[config.mk]
export PLATFORM = sky130hd
export DESIGN_NAME = pipe_skid_stage
export DESIGN_NICKNAME = d
export VERILOG_FILES = /design/src/rtl/pipe_skid_stage.sv
export SDC_FILE = /design/constraint.sdc
export NUM_CORES = 1
export LEC_CHECK = 0
export BUFFER_PORTS_ARGS = -buffer_cell sky130_fd_sc_hd__buf_2
export CORE_MARGIN = 1.5
export CORE_UTILIZATION = 53
export DETAILED_ROUTE_END_ITERATION = 10
export PLACE_DENSITY = 0.79
export SYNTH_ARGS = -nofsm -noshare
export SYNTH_HDL_FRONTEND = slang
export SYNTH_SLANG_ARGS = --single-unit
[constraint.sdc]
create_clock -name clk -period 2.29 [get_ports clk]
set_input_delay 0.458 -clock clk [delete_from_list [all_inputs] [get_ports clk]]
set_output_delay 0.458 -clock clk [all_outputs]
set_load 0.02 [all_outputs]
[src/rtl/pipe_skid_stage.sv]
// Pipeline stage register with a two-entry skid buffer so in_ready is registered,
// plus flush-to-bubble and saturating stall/flush event counters.
module pipe_skid_stage #(
  parameter int unsigned        DATA_W         = 32,
  parameter int unsigned        TAG_W          = 32,
  parameter logic [DATA_W-1:0]  NOP_VALUE      = '0,
  parameter bit                 FLUSH_KEEP_TAG = 1'b1,
  parameter int unsigned        CNT_W          = 16
) (
  input  logic              clk,
  input  logic              reset,
  input  logic              in_valid,
  output logic              in_ready,
  input  logic [DATA_W-1:0] in_data,
  input  logic [TAG_W-1:0]  in_tag,
  output logic              out_valid,
  input  logic              out_ready,
  output logic [DATA_W-1:0] out_data,
  output logic [TAG_W-1:0]  out_tag,
  input  logic              flush,
  output logic [1:0]        occupancy,
  output logic [CNT_W-1:0]  stall_cnt,
  output logic [CNT_W-1:0]  flush_cnt
);

  logic              out_valid_q, out_valid_d;
  logic              skid_valid_q, skid_valid_d;
  logic [DATA_W-1:0] out_data_q, out_data_d;
  logic [TAG_W-1:0]  out_tag_q, out_tag_d;
  logic [DATA_W-1:0] skid_data_q, skid_data_d;
  logic [TAG_W-1:0]  skid_tag_q, skid_tag_d;
  logic [CNT_W-1:0]  stall_cnt_q, stall_cnt_d;
  logic [CNT_W-1:0]  flush_cnt_q, flush_cnt_d;
  logic              push, pop;

  // in_ready depends only on the skid flop and flush, never on out_ready.
  assign in_ready = ~skid_valid_q & ~flush;
  assign push     = in_valid & in_ready;
  assign pop      = out_valid_q & out_ready;

  always_comb begin
    out_valid_d  = out_valid_q;
    skid_valid_d = skid_valid_q;
    out_data_d   = out_data_q;
    out_tag_d    = out_tag_q;
    skid_data_d  = skid_data_q;
    skid_tag_d   = skid_tag_q;
    if (flush) begin
      out_valid_d  = 1'b0;
      skid_valid_d = 1'b0;
      out_data_d   = NOP_VALUE;
      out_tag_d    = FLUSH_KEEP_TAG ? in_tag : '0;
    end else if (!out_valid_q) begin
      if (push) begin
        out_valid_d = 1'b1;
        out_data_d  = in_data;
        out_tag_d   = in_tag;
      end
    end else if (!skid_valid_q) begin
      if (push && pop) begin
        out_data_d = in_data;
        out_tag_d  = in_tag;
      end else if (push) begin
        skid_valid_d = 1'b1;
        skid_data_d  = in_data;
        skid_tag_d   = in_tag;
      end else if (pop) begin
        out_valid_d = 1'b0;
      end
    end else if (pop) begin
      skid_valid_d = 1'b0;
      out_data_d   = skid_data_q;
      out_tag_d    = skid_tag_q;
    end
  end

  // Event counters saturate at all-ones rather than wrapping.
  always_comb begin
    stall_cnt_d = stall_cnt_q;
    flush_cnt_d = flush_cnt_q;
    if (out_valid_q && !out_ready && !flush && (stall_cnt_q != '1)) begin
      stall_cnt_d = stall_cnt_q + 1'b1;
    end
    if (flush && (flush_cnt_q != '1)) begin
      flush_cnt_d = flush_cnt_q + 1'b1;
    end
  end

  always_ff @(posedge clk or negedge reset) begin
    if (!reset) begin
      out_valid_q  <= 1'b0;
      skid_valid_q <= 1'b0;
      out_data_q   <= NOP_VALUE;
      out_tag_q    <= '0;
      skid_data_q  <= '0;
      skid_tag_q   <= '0;
      stall_cnt_q  <= '0;
      flush_cnt_q  <= '0;
    end else begin
      out_valid_q  <= out_valid_d;
      skid_valid_q <= skid_valid_d;
      out_data_q   <= out_data_d;
      out_tag_q    <= out_tag_d;
      skid_data_q  <= skid_data_d;
      skid_tag_q   <= skid_tag_d;
      stall_cnt_q  <= stall_cnt_d;
      flush_cnt_q  <= flush_cnt_d;
    end
  end

  assign out_valid = out_valid_q;
  assign out_data  = out_data_q;
  assign out_tag   = out_tag_q;
  assign occupancy = {1'b0, out_valid_q} + {1'b0, skid_valid_q};
  assign stall_cnt = stall_cnt_q;
  assign flush_cnt = flush_cnt_q;

endmodule

==> impl_metrics.py <==
metrics = {
    "logic_synthesis": {
        "synthSimpleGateAreaFrac": 0.0848,
        "synth_cell_type_count": 36,
        "synth-seq-cells": 162,
        "synth_sequential_area_ratio": 0.580,
        "syn_area_mm2": 0.00699,
        "most_repeated_cell_in_the_gate_level_netlist_after_synthesis": "sky130_fd_sc_hd__dfrtp_1",
        "synth_compound_area_frac": 0.0684,
        "synth.net_count": 631,
        "avgSynthCellArea_um2": 12.5,
        "post_synth_xor_area_fraction": 0.0376,
        "synth_commonest_cells": "sky130_fd_sc_hd__dfrtp_1 (162), sky130_fd_sc_hd__nand2_1 (81), sky130_fd_sc_hd__mux2i_1 (64)",
        "share_of_the_synthesized_area_in_the_top_cell_type": 0.580,
        "synth-edff-count": 0,
        "synth_adder_area_share": 0.00537,
        "syn-instance-count": 559,
        "synthArstFlopShare": 1.00,
        "synth_top_family_by_area": "multiplexers",
        "yosysWarningCount": 0,
        "mux_contribution_to_synthesized_area": 0.198,
        "synth.top_cells.by_area": "sky130_fd_sc_hd__dfrtp_1 (58%), sky130_fd_sc_hd__mux2_2 (9.8%), sky130_fd_sc_hd__mux2i_1 (9.2%)",
        "postSynth.topFlopCell": "sky130_fd_sc_hd__dfrtp_1",
        "synth_top_area_cell": "sky130_fd_sc_hd__dfrtp_1",
    },
    "cts": {
        "cts_tree": "yes",
        "cts-buffers-inserted": 17,
        "cts.sink_count": 162,
        "ctsHtreeMaxLevel": 4,
        "cts_hold_buf": 0,
        "post_cts.resized_instances": 0,
        "clkLatencyLatePin_ns": 0.41,
        "cts.clk_slew.worst_paths_ns": 0.06,
        "cts.repair_timing.setup_buffer_count": 0,
        "cts_buffer_depth": 2,
        "clock-root-buffer": "sky130_fd_sc_hd__clkbuf_16",
    },
    "pwr": {
        "power.density_cell_area_mw_per_mm2": 886,
        "switchingPower_mw": 2.15,
        "irDropWorstVdd_uv": 525,
        "fraction_of_power_consumed_by_combinational_cells": 0.182,
        "switching_share": 0.285,
        "cellLeakagePower_nw": 4.56,
        "pwr-share-seq": 0.491,
        "intPower_mw": 5.40,
        "power_mw": 7.55,
        "clock_power_share": 0.328,
    },
    "placed_design": {
        "dp_cells": 877,
        "port_buffers": 168,
        "globalplace.congestion": 0.828,
        "detailed_place_hpwl_mm": 10.0,
    },
    "setup_path": {
        "crit_path_start_kind": "flip-flop",
        "worstPathArrival_ns": 2.20,
        "path_max_fanout": 8,
        "timing_worst_setup_path_type": "reg -> reg",
        "required_ns": 2.59,
        "worstSetupEndpointType": "flip-flop",
    },
    "outcome": {
        "outcome": "finished with violations",
        "failed_checks": "hold timing",
    },
    "global_routing": {
        "grt_pass1_wl_mm": 24.5,
        "grt-ovfl-total": 0,
        "grt.total_usage": 0.222,
        "number_of_antenna_violations_at_the_first_check_in_global_routing": 0,
        "first_global_vias": 4990,
        "grt_start_max_net_pins": 129,
    },
    "route": {
        "dr_total_vias": 4881,
        "drt_pre_antenna_iters": 5,
        "wl_per_cell_um": 16.2,
        "routed_wl_mm": 14.7,
        "routed_via_density": 5.39,
        "drt_iter0_drc": 319,
        "route.antenna.remaining_nets": 0,
        "detail_route.drc_violations": 0,
    },
    "floorplan": {
        "initial_cell_density_of_the_core": 0.550,
        "fp.dieArea_mm2": 0.0139,
        "core_area_mm2": 0.0127,
        "die_w_um": 118,
        "die_height_um": 118,
        "top_level_ports": 169,
        "num_rows": 41,
    },
    "sta": {
        "final-max-slew-violation-count": 0,
        "setup_viol_count_final": 0,
        "grt_setup_unrepaired": "no",
        "final.min_clock_period_ns": 1.89,
        "fin_worst_skew_ns": 0.00753,
        "fin_hold_ws_ns": -0.0114,
        "maxSlewHeadroom": 0.608,
        "hold_violation_count_in_the_final_report": 8,
        "fin_setup_tns_ns": 0,
        "worst_slew_pin_slew_ns": 0.588,
        "min_period_over_period": 0.827,
        "max_fclk_ghz": 0.528,
    },
    "layout": {
        "layout-drive-gt1-share": 0.372,
        "non_filler_cells_in_the_finished_layout": 906,
        "insertedDiodeCount": 0,
        "area_growth_syn_to_layout_pct": 21.8,
        "net_count_final": 796,
    },
    "job": {
        "max_capacitance_violation_total": 0,
    },
    "hold_path": {
        "hp-class": "in -> async",
    },
}
-- flip-flops by register name, indices dropped and copies added, names as in the netlist --
signal,flops
flush_cnt,16
out_data,32
out_tag,32
skid_tag_q,32
skid_valid_q,1
out_valid,1
skid_data_q,32
stall_cnt,16
-- logic make-up (layout without fill, tap and decap cells) --
family          count (synthesis)  count (layout)
flops                         162             162
mux                           130             130
buf+inv                        34             209
simple gates                  126             126
fa+ha+maj                       3               3
compound gates                 74              74
xor+xnor                       30              30
-- per-layer routing --
layer / share of wire / vias up / track usage
met4: 0.021 / 0 / 0.0930
met2: 0.48 / 148 / 0.355
met5: 0 / - / 0
met3: 0.052 / 21 / 0.0557
li1: - / 2288 / -
met1: 0.45 / 2424 / 0.291
-- power groups by stage --
stage                     Combinational [mW]  Sequential [mW]  Clock [mW]
after global routing                    1.50             3.77        2.63
after global placement                  1.33             3.71           0
after floorplan                        0.624             3.94           0
after CTS                               1.39             3.70        2.52
final                                   1.37             3.70        2.47
after detailed placement                1.39             3.74           0
-- path summary, 6_finish.rpt --
path / depth (start not counted) / slack [ns] / end / startpoint
min in group clk: 2 / 0.28 / skid_tag_q[8] / in_tag[8]
max reg2reg: 5 / 0.40 / flush_cnt[1] / flush_cnt[0]
max in group asynchronous: 2 / 1.64 / skid_tag_q[25] / reset
min reg2reg: 2 / 0.47 / out_data[28] / out_data[28]
min: 1 / -0.01 / skid_data_q[4] / reset
max: 5 / 0.40 / flush_cnt[1] / flush_cnt[0]
-- final cells by class --
class / instances / area, um^2
multi-input cells: 363 / 2770
well taps: 172 / 215
clock buffers: 23 / 468
fillers: 978 / 4210
repair buffers: 177 / 965
inverters: 3 / 11.3
clock inverters: 6 / 35.0
flip-flops and latches: 162 / 4050
-- stage by stage --
step	instance area, um^2	worst slack, ns	util	hold slack (ns)
after floorplan	6990	0.437	-	0.162
after global placement	8010	0.485	0.630	0.439
after detailed placement	8010	0.425	0.630	0.447
after CTS	8510	0.418	0.669	0.000752
after global routing	8510	0.308	0.669	0.0223
final	8510	0.396	0.669	-0.0114
-- cell usage in the layout (no fill, tap or decap), types with 2 or more instances in the layout --
cell / netlist / final
sky130_fd_sc_hd__a211oi_1: 2 / 2
sky130_fd_sc_hd__a21oi_1: 4 / 3
sky130_fd_sc_hd__and3_1: 7 / 7
sky130_fd_sc_hd__and4_1: 2 / 2
sky130_fd_sc_hd__buf_12: 0 / 4
sky130_fd_sc_hd__buf_2: 17 / 167
sky130_fd_sc_hd__buf_4: 3 / 5
sky130_fd_sc_hd__clkbuf_1: 8 / 4
sky130_fd_sc_hd__clkbuf_16: 0 / 17
sky130_fd_sc_hd__clkbuf_8: 0 / 2
sky130_fd_sc_hd__clkinv_2: 0 / 4
sky130_fd_sc_hd__clkinvlp_4: 0 / 2
sky130_fd_sc_hd__dfrtp_1: 162 / 162
sky130_fd_sc_hd__ha_1: 3 / 3
sky130_fd_sc_hd__inv_1: 3 / 3
sky130_fd_sc_hd__mux2_1: 5 / 5
sky130_fd_sc_hd__mux2_2: 61 / 61
sky130_fd_sc_hd__mux2i_1: 64 / 64
sky130_fd_sc_hd__nand2_1: 81 / 81
sky130_fd_sc_hd__nand2b_1: 2 / 2
sky130_fd_sc_hd__nand3_1: 10 / 10
sky130_fd_sc_hd__nand4_1: 6 / 6
sky130_fd_sc_hd__nor2_1: 7 / 7
sky130_fd_sc_hd__nor3b_2: 2 / 2
sky130_fd_sc_hd__o21ai_0: 33 / 33
sky130_fd_sc_hd__o31ai_1: 32 / 32
sky130_fd_sc_hd__xnor2_1: 22 / 22
sky130_fd_sc_hd__xor2_1: 8 / 8
-- worst max-delay path, stage by stage, from the launching register on --
cell and delay, ns:
sky130_fd_sc_hd__dfrtp_1 0.41, sky130_fd_sc_hd__ha_1 0.21, sky130_fd_sc_hd__and4_1 0.25, sky130_fd_sc_hd__nand4_1 0.17, sky130_fd_sc_hd__o21ai_2 0.36, sky130_fd_sc_hd__mux2_2 0.37
Note: power is estimated with default switching activity, not from simulation.
